[config.mk]
export PLATFORM = sky130hd
export DESIGN_NAME = note_lane_shifter_flat
export DESIGN_NICKNAME = d
export VERILOG_FILES = /design/src/rtl/note_lane_shifter_if.sv /design/src/rtl/note_lane_shifter.sv /design/src/flat_wrapper.sv
export SDC_FILE = /design/constraint.sdc
export NUM_CORES = 1
export LEC_CHECK = 0
export CORE_AREA = 3 3 164 166
export CTS_CLUSTER_DIAMETER = 100
export DETAILED_ROUTE_END_ITERATION = 16
export DIE_AREA = 0 0 167 169
export PLACE_DENSITY = 0.81
export SLEW_MARGIN = 20
export SYNTH_ARGS = -nofsm -noshare
export SYNTH_HDL_FRONTEND = slang
export SYNTH_SLANG_ARGS = --single-unit
[constraint.sdc]
create_clock -name clk -period 2.4 [get_ports clk]
set_input_delay 0.36 -clock clk [delete_from_list [all_inputs] [get_ports clk]]
set_output_delay 0.36 -clock clk [all_outputs]
set_load 0.01 [all_outputs]
[src/rtl/note_lane_shifter_if.sv]
// note_lane_shifter_if: pattern write, playback control and display bus of the note lane shifter
interface note_lane_shifter_if #(
    parameter int LANES = 3,
    parameter int SONG_LEN = 100,
    parameter int WINDOW = 10,
    localparam int ADDR_W = $clog2(SONG_LEN)
);
    logic wr_en;
    logic [ADDR_W-1:0] wr_addr;
    logic [LANES-1:0] wr_data;
    logic start;
    logic stop;
    logic step;
    logic loop_en;
    logic [LANES*WINDOW-1:0] window;
    logic [LANES-1:0] judge;
    logic [ADDR_W-1:0] pos;
    logic busy;
    logic done;
    logic wrap;
    modport master (
        output wr_en, wr_addr, wr_data, start, stop, step, loop_en,
        input  window, judge, pos, busy, done, wrap
    );
    modport slave (
        input  wr_en, wr_addr, wr_data, start, stop, step, loop_en,
        output window, judge, pos, busy, done, wrap
    );
endinterface

[src/rtl/note_lane_shifter.sv]
// note_lane_shifter: scrolls a stored multi-lane song through per-lane display windows
// Define NOTE_SHIFTER_LOOP_EN to let loop_en wrap the song instead of draining it.
module note_lane_shifter #(
    parameter int LANES = 3,
    parameter int SONG_LEN = 100,
    parameter int WINDOW = 10,
    localparam int ADDR_W = $clog2(SONG_LEN)
) (
    input logic clk,
    input logic resetn,
    note_lane_shifter_if.slave bus
);
    localparam logic [1:0] IDLE = 2'd0, PLAY = 2'd1, DRAIN = 2'd2, DONE = 2'd3;
    localparam int DW = $clog2(WINDOW + 1);
    localparam logic [ADDR_W-1:0] LAST = ADDR_W'(SONG_LEN - 1);
    localparam logic [DW-1:0] DLAST = DW'(WINDOW - 1);
    logic [1:0] state;
    logic [LANES-1:0] mem [SONG_LEN];
    logic [LANES*WINDOW-1:0] win, shifted;
    logic [LANES-1:0] feed;
    logic [ADDR_W-1:0] pos;
    logic [DW-1:0] drain_cnt;
    logic wrap, idle_like, abort, feed_last, loop_hit;
    assign idle_like = state == IDLE || state == DONE;
    assign abort = bus.stop && !idle_like;
    assign feed = state == PLAY ? mem[pos] : '0;
    assign feed_last = pos == LAST;
`ifdef NOTE_SHIFTER_LOOP_EN
    assign loop_hit = feed_last && bus.loop_en;
`else
    logic unused_loop_en;
    assign unused_loop_en = bus.loop_en;
    assign loop_hit = 1'b0;
`endif
    genvar i;
    generate
        for (i = 0; i < LANES; i++) begin : g_lane
            assign shifted[i*WINDOW +: WINDOW] = {feed[i], win[i*WINDOW+1 +: WINDOW-1]};
            assign bus.judge[i] = win[i*WINDOW];
        end
    endgenerate
    // Pattern memory has no reset so a loaded song survives resetn.
    always_ff @(posedge clk)
        if (bus.wr_en && idle_like && {1'b0, bus.wr_addr} < (ADDR_W+1)'(SONG_LEN))
            mem[bus.wr_addr] <= bus.wr_data;
    always_ff @(posedge clk or negedge resetn)
        if (!resetn) begin
            state <= IDLE;
            win <= '0;
            pos <= '0;
            drain_cnt <= '0;
            wrap <= 1'b0;
        end else begin
            wrap <= 1'b0;
            if (abort || bus.start) begin
                state <= abort ? IDLE : PLAY;
                win <= '0;
                pos <= '0;
                drain_cnt <= '0;
            end else if (bus.step && state == PLAY) begin
                win <= shifted;
                pos <= feed_last ? '0 : pos + 1'b1;
                wrap <= loop_hit;
                state <= feed_last && !loop_hit ? DRAIN : PLAY;
                drain_cnt <= '0;
            end else if (bus.step && state == DRAIN) begin
                win <= shifted;
                drain_cnt <= drain_cnt + 1'b1;
                state <= drain_cnt == DLAST ? DONE : DRAIN;
            end
        end
    assign bus.window = win;
    assign bus.pos = pos;
    assign bus.busy = state == PLAY || state == DRAIN;
    assign bus.done = state == DONE;
    assign bus.wrap = wrap;
endmodule
[src/flat_wrapper.sv]
// flat-port wrapper written by rule: the top's interface ports become plain ports
module note_lane_shifter_flat 
#(
    parameter int LANES = 3,
    parameter int SONG_LEN = 100,
    parameter int WINDOW = 10,
    localparam int ADDR_W = $clog2(SONG_LEN)
)
  (clk, resetn, bus_wr_en, bus_wr_addr, bus_wr_data, bus_start, bus_stop, bus_step, bus_loop_en, bus_window, bus_judge, bus_pos, bus_busy, bus_done, bus_wrap);
  note_lane_shifter_if #(.LANES(LANES), .SONG_LEN(SONG_LEN), .WINDOW(WINDOW)) bus_i ();
  input logic clk;
  input logic resetn;
  input wire logic [$bits(bus_i.wr_en)-1:0] bus_wr_en;
  input wire logic [$bits(bus_i.wr_addr)-1:0] bus_wr_addr;
  input wire logic [$bits(bus_i.wr_data)-1:0] bus_wr_data;
  input wire logic [$bits(bus_i.start)-1:0] bus_start;
  input wire logic [$bits(bus_i.stop)-1:0] bus_stop;
  input wire logic [$bits(bus_i.step)-1:0] bus_step;
  input wire logic [$bits(bus_i.loop_en)-1:0] bus_loop_en;
  output wire logic [$bits(bus_i.window)-1:0] bus_window;
  output wire logic [$bits(bus_i.judge)-1:0] bus_judge;
  output wire logic [$bits(bus_i.pos)-1:0] bus_pos;
  output wire logic [$bits(bus_i.busy)-1:0] bus_busy;
  output wire logic [$bits(bus_i.done)-1:0] bus_done;
  output wire logic [$bits(bus_i.wrap)-1:0] bus_wrap;
  assign bus_i.wr_en = bus_wr_en;
  assign bus_i.wr_addr = bus_wr_addr;
  assign bus_i.wr_data = bus_wr_data;
  assign bus_i.start = bus_start;
  assign bus_i.stop = bus_stop;
  assign bus_i.step = bus_step;
  assign bus_i.loop_en = bus_loop_en;
  assign bus_window = bus_i.window;
  assign bus_judge = bus_i.judge;
  assign bus_pos = bus_i.pos;
  assign bus_busy = bus_i.busy;
  assign bus_done = bus_i.done;
  assign bus_wrap = bus_i.wrap;
  note_lane_shifter #(.LANES(LANES), .SONG_LEN(SONG_LEN), .WINDOW(WINDOW)) u_core (.clk(clk), .resetn(resetn), .bus(bus_i));
endmodule
# Word level (Yosys, flattened, before mapping)

Memory sizes are Yosys's and may differ from the RTL's.
Index checks and enable logic that the tools add are counted.
Widths: inputs -> output; s select.

$mul: 0
Multiplexer cells: 18
Bitwise logic cells: 0
Reductions and logical operators: 12
$add $sub $neg: 2
$lt $le $gt $ge: 1
Shift-type cells: 0
Eq/ne operators: 5
Div/mod/pow operators: 0

Operators by type and width:

| operator            | count |
|---|---|
| $mux 30             | 3 |
| $mux 7              | 3 |
| $mux 4              | 3 |
| $mux 2              | 4 |
| $add 7x1->7 const B | 1 |
| $eq 7x7->1 const B  | 1 |
| $lt 7x7->1 const B  | 1 |
| $logic_and 1x1->1   | 5 |
| $add 4x1->4 const B | 1 |
| $eq 2x2->1 const B  | 2 |
| $eq 4x4->1 const B  | 1 |
| $mux 1              | 4 |
| $logic_or 1x1->1    | 3 |
| $mux 3              | 1 |
| $reduce_bool 3->1   | 1 |
| $eq 2x1->1 const B  | 1 |
| $logic_not 2->1     | 1 |
| $reduce_bool 2->1   | 1 |
| $logic_not 1->1     | 1 |

Output and inout port bits: 43
Logic and storage cells: 43
Register bits after elaboration: 43
Bits in read-only memories: 0
Bits of input ports: 17
Bits in writable memories: 300
Bits in latches: 0
Memories kept: 1

Memory list:

| memory     | depth | width | read ports | clocked after memory_dff | wr ports | line                    | source |
|---|---|---|---|---|---|---|---|
| u_core.mem | 100   | 3     | 1          | 0                        | 1        | note_lane_shifter.sv:18 | `logic [LANES-1:0] mem [SONG_LEN];` |

# Longest topological paths before layout

Depth after elaboration: 6
Mapped depth: 9
Gate-level depth less buffers: 8

# Worst setup path after synthesis

No wires, ideal clock.

Kind: register -> register
From: register u_core.pos[0] (netlist: u_core.bus.pos[0])
To: register u_core.win[19] (netlist: u_core.bus.window[19])
Data required time: 2,268 ps
Setup time: 132 ps
Arrival time: 1,882 ps
Path buffers: 2
Clock period less this slack: 2,014 ps
Stages on the path, launching flop included: 8
Slack: 386 ps
Cells stage by stage: dfrtp_1 -> buf_2 -> buf_6 -> mux4_2 -> a22oi_1 -> a21oi_1 -> o21bai_1 -> nand4_1

Cells in the longest elaborated chain, start to end: 5

Ends and longest elaborated chain:

| what                   | line                    | source |
|---|---|---|
| from (decl)            | note_lane_shifter.sv:21 | `logic [ADDR_W-1:0] pos;` |
| from (signal assigned) | note_lane_shifter.sv:62 | `pos <= feed_last ? '0 : pos + 1'b1;` |
| $mem_v2 100x3 (*)      | -                       |  |
| $mux 3 (*)             | note_lane_shifter.sv:26 | `assign feed = state == PLAY ? mem[pos] : '0;` |
| $mux 30                | note_lane_shifter.sv:66 | `end else if (bus.step && state == DRAIN) begin` |
| $mux 30 (*)            | note_lane_shifter.sv:60 | `end else if (bus.step && state == PLAY) begin` |
| $mux 30 (*)            | note_lane_shifter.sv:55 | `if (abort \|\| bus.start) begin` |
| to (signal assigned)   | note_lane_shifter.sv:61 | `win <= shifted;` |
| to (signal assigned)   | note_lane_shifter.sv:67 | `win <= shifted;` |
| to (decl)              | note_lane_shifter.sv:19 | `logic [LANES*WINDOW-1:0] win, shifted;` |

Every way passes the cells marked *; elsewhere a longest branch is shown, timed or not. The select of a mux whose other input is x is not followed.
A chain may end at the register's enable or synchronous reset.

# Worst setup path in the final report

From: register u_core.pos[3] (netlist: u_core.bus.pos[3])
To: output bus_pos[3]

RTL lines:

| what      | line               | source |
|---|---|---|
| to (decl) | flat_wrapper.sv:22 | `output wire logic [$bits(bus_i.pos)-1:0] bus_pos;` |

No word-level cell between the ends.

==> parameters.txt <==
Parameter                              Value

Outcome
  Result of the run    completed

Worst setup path
  Timing startpoint of the critical path    u_core.bus.pos[3]$_DFFE_PN0P_
  CP bufs+invs    2
  Worst setup path endpoint    bus_pos[3]
  Setup crit start kind    flop
  Arrival time worst endpoint    2.01 ns
  Cell depth of the worst flop-to-flop path    7
  Critical path, cell by cell    buf_4 -> clkdlybuf4s50_1
  Crit-path max FO    15
  Crit path max-delay family    buffers and inverters
  RR Endpoint    u_core.bus.window[9]$_DFFE_PN0P_
  Cell depth of the worst setup path    2
  WS Path Type    flop to primary output
  Slack of the worst reg-to-reg path    0.14 ns
  Critical Path RT    2.04 ns
  Biggest cell delay along the critical path    0.68 ns
  Library cell contributing the largest single delay on the critical path    dfrtp_1
  Worst reg2reg path startpoint    u_core.bus.pos[0]$_DFFE_PN0P_
  Kind of capture point of the worst setup path    primary output

Run
  Max_cap viols    0

Clock network
  Root buf cell    clkbuf_16
  Clock insertion delay at the later pin of the skew report    0.51 ns
  Number of buffers created by CTS    34
  Worst-case clock buffer depth    3
  CTS clk-pin slew, worst paths    0.06 ns
  Number of H-tree branching levels    2
  TritonCTS clock tree    built
  CTS sink count    343

STA
  Layout Skew    0.01655 ns
  Worst max-slew margin expressed relative to the limit    0.5254
  Final Hold Vio Count    0
  Final Hold Slack    0.3513 ns
  TNS Setup    0 ns
  Least-Margin Pin Slew    0.7120 ns
  Count of final setup violators    0
  Maximum frequency from static timing analysis    422.4 MHz
  RSZ-0062 raised after global routing    false
  Final count of pins violating max slew    0
  Share of the cycle needed by the critical path after routing    0.9864
  Minimum clock period after layout    2.367 ns

Yosys
  Number of distinct library cells after synthesis    54
  Average size of a mapped cell    16.01 µm²
  Gate count after technology mapping    877
  Share of the synthesized area in the top cell type    0.6415
  Total of flip-flops plus latches after synthesis    343
  Portion of the post-synthesis area used by sequential elements    0.7182
  Cell area after synthesis    14,040 µm²
  Top cell type by total area after synthesis    edfxtp_1
  Share of synthesized flip-flops with an asynchronous set or reset    0.1254
  Number of enable-type register cells in the synthesized netlist    300
  Largest cells by area after synthesis    edfxtp_1 (64%), mux4_2 (9.3%), dfrtp_1 (7.7%)
  Synthesized net count    900
  YS warnings    0
  Post-synth top flop    edfxtp_1

Floorplan
  Core Footprint    25,760 µm²
  Floorplan die height    169 µm
  Die area    28,220 µm²
  Floorplan die width    167 µm
  Boundary pin count    60
  Site Rows    59
  Starting Density    0.5450

Global route
  Via count of the first global-routing pass    8,234
  GRT Overall Usage    0.2244
  Grt total ovfl    0
  Pin count of the biggest net entering global routing    62
  Number of antenna violations at the first check in global routing    0
  Global-route wire length before repair    48,830 µm

Power and ir drop
  Power density over the cells    804.7 nW/µm²
  Worst voltage drop across the vdd grid    0.6189 mV
  Leak Pwr    5.338 nW

Hold path
  Worst hold path type    input pin to flop

Place
  Detailed-placement wirelength estimate    21,170 µm
  Input/output buffers    57
  Placer's final routability congestion estimate    0.8944

Detailed routing
  Number of search-and-repair iterations in the first detailed-routing pass    5
  Routed length per instance    23.18 µm
  Count of antenna-violating nets left after detailed routing    0
  Total number of vias    8,291
  Wirelength, routed    31,430 µm
  Iter 0 DRT Violations    1,055
  Residual DRC count    0
  Via count normalized by instance count    6.114

Cells and area
  Filler Cell Count    1,710
  Area overhead of the layout relative to synthesis    17.41%
  Final #Nets    1,022
  Diode count    0
  Ratio of cells with drive above 1 in the final layout    0.1890
worst register-to-register path: stages, from the launching register on:
cell and delay [ns]:
dfrtp_4 0.56, buf_12 0.22, buf_4 0.19, mux4_2 0.51
mux2i_1 0.28, a31oi_1 0.14, nand3_1 0.16, a21oi_1 0.08
kinds of logic after synthesis:
group                    count (synthesis)  share of synthesized area
XOR/XNOR                                 3                   0.001871
AO/OA/AOI/OAI                           97                    0.04500
AND/OR/NAND/NOR                        269                    0.07975
multiplexers                            98                     0.1274
other                                    1                  0.0002671
flip-flops                             343                     0.7182
adder cells (fa/ha/maj)                  6                   0.005346
buffers and inverters                   60                    0.02219
flip-flops by register name (all words and copies together) (netlist names):
register           cells
u_core.state           2
u_core.drain_cnt       4
u_core.bus.window     30
u_core.mem           300
u_core.bus.pos         7
power breakdown:
| group | total [mW] | internal, mW | switching, mW | leakage (nW) |
|---|---|---|---|---|
| sequential | 6.61 | 6.54 | 0.0683 | 3.29 |
| clock | 4.97 | 2.90 | 2.07 | 0.498 |
| combinational | 1.69 | 0.782 | 0.907 | 1.55 |
worst min-delay path by stage:
| stage | slack, ns | depth (start not counted) | start | to |
|---|---|---|---|---|
| 2_1_floorplan | 0.06 | 0 | resetn | u_core.bus.pos[0]$_DFFE_PN0P_ |
| 3_3_place_gp | 0.42 | 1 | resetn | u_core.bus.window[15]$_DFFE_PN0P_ |
| 3_5_place_dp | 0.42 | 1 | resetn | u_core.bus.window[15]$_DFFE_PN0P_ |
| 4_1_cts | 0.34 | 1 | bus_wr_data[0] | u_core.mem[99][0]$_DFFE_PP_ |
| 5_1_grt | 0.35 | 1 | bus_wr_data[0] | u_core.mem[27][0]$_DFFE_PP_ |
| 6_report | 0.35 | 1 | bus_wr_data[0] | u_core.mem[27][0]$_DFFE_PP_ |
per-layer routing:
metal  GRT usage  routed length (µm)  up-vias
met5           0                   0        -
met4     0.06133                 670        0
met3     0.03573                2811       55
met2      0.3756               15510      474
met1      0.3126               12450     4160
li1            -                   -     3602
area by class of cell:
cell class | count | area, µm² | area share
Inverter | 8 | 30.03 | 0.001821
Sequential cell | 343 | 10090 | 0.6121
Tap cell | 335 | 419.2 | 0.02542
Clock inverter | 12 | 108.9 | 0.006602
Clock buffer | 46 | 920.9 | 0.05585
Multi-Input combinational cell | 474 | 3661 | 0.2221
Timing Repair Buffer | 138 | 1255 | 0.07612
synth_stat cells (2+ instances only):
| master | instances |
|---|---|
| edfxtp_1 | 300 |
| nor2_1 | 122 |
| nand2_1 | 94 |
| mux4_2 | 58 |
| dfrtp_1 | 43 |
| mux2i_1 | 34 |
| o21ai_0 | 31 |
| clkbuf_1 | 24 |
| buf_2 | 17 |
| nand3_1 | 17 |
| a22oi_1 | 16 |
| a21oi_1 | 14 |
| nor2b_1 | 12 |
| inv_1 | 8 |
| a31oi_1 | 7 |
| ha_1 | 6 |
| nand4_1 | 6 |
| buf_4 | 5 |
| mux4_1 | 5 |
| buf_6 | 4 |
| o22ai_1 | 4 |
| a22o_1 | 3 |
| nand2b_1 | 3 |
| nor3_1 | 3 |
| o221ai_1 | 3 |
| or3_1 | 3 |
| a2111oi_0 | 2 |
| a211oi_1 | 2 |
| and2_1 | 2 |
| and3_1 | 2 |
| o31ai_1 | 2 |
| or2_2 | 2 |
| xor2_1 | 2 |
layout by cell type (no fill, tap or decap), types with 5 or more instances in the layout:
cell type	count
ha_1	6
nand4_1	6
clkdlybuf4s50_1	52
mux2i_1	34
a21oi_1	14
mux4_2	58
nor2b_1	12
o21ai_0	31
a31oi_1	7
clkinv_1	6
a22oi_1	16
nor2_1	121
buf_12	7
clkbuf_1	10
mux4_1	5
dfrtp_1	41
buf_4	72
edfxtp_1	300
nand2_1	94
clkbuf_16	35
inv_1	8
nand3_1	17
per-stage QoR:
step | total power [mW] | instances | util | setup WS [ns] | area [µm²]
final | 13.27 | 1356 | 0.6399 | 0.03270 | 16490
after global routing | 13.70 | 1356 | 0.6399 | 0.003251 | 16490
after CTS | 13.32 | 1356 | 0.6395 | 0.04362 | 16470
after detailed placement | 8.405 | 1296 | 0.5988 | -0.3378 | 15430
after global placement | 8.362 | 1296 | 0.5988 | -0.1433 | 15430
after floorplan | 7.757 | 877 | - | 0.3856 | 14040
repair_timing:
| action | 4_1_cts | 5_1_grt |
|---|---|---|
| hold buffers | 1 | 0 |
| gates resized for setup | 1 | 4 |
| endpoints found under the setup margin | 2 | 4 |
| buffers inserted | 1 | 0 |
| hold endpoints to repair | 28 | 0 |
| pin swaps | 0 | 0 |
(Power assumes the default switching activity.)
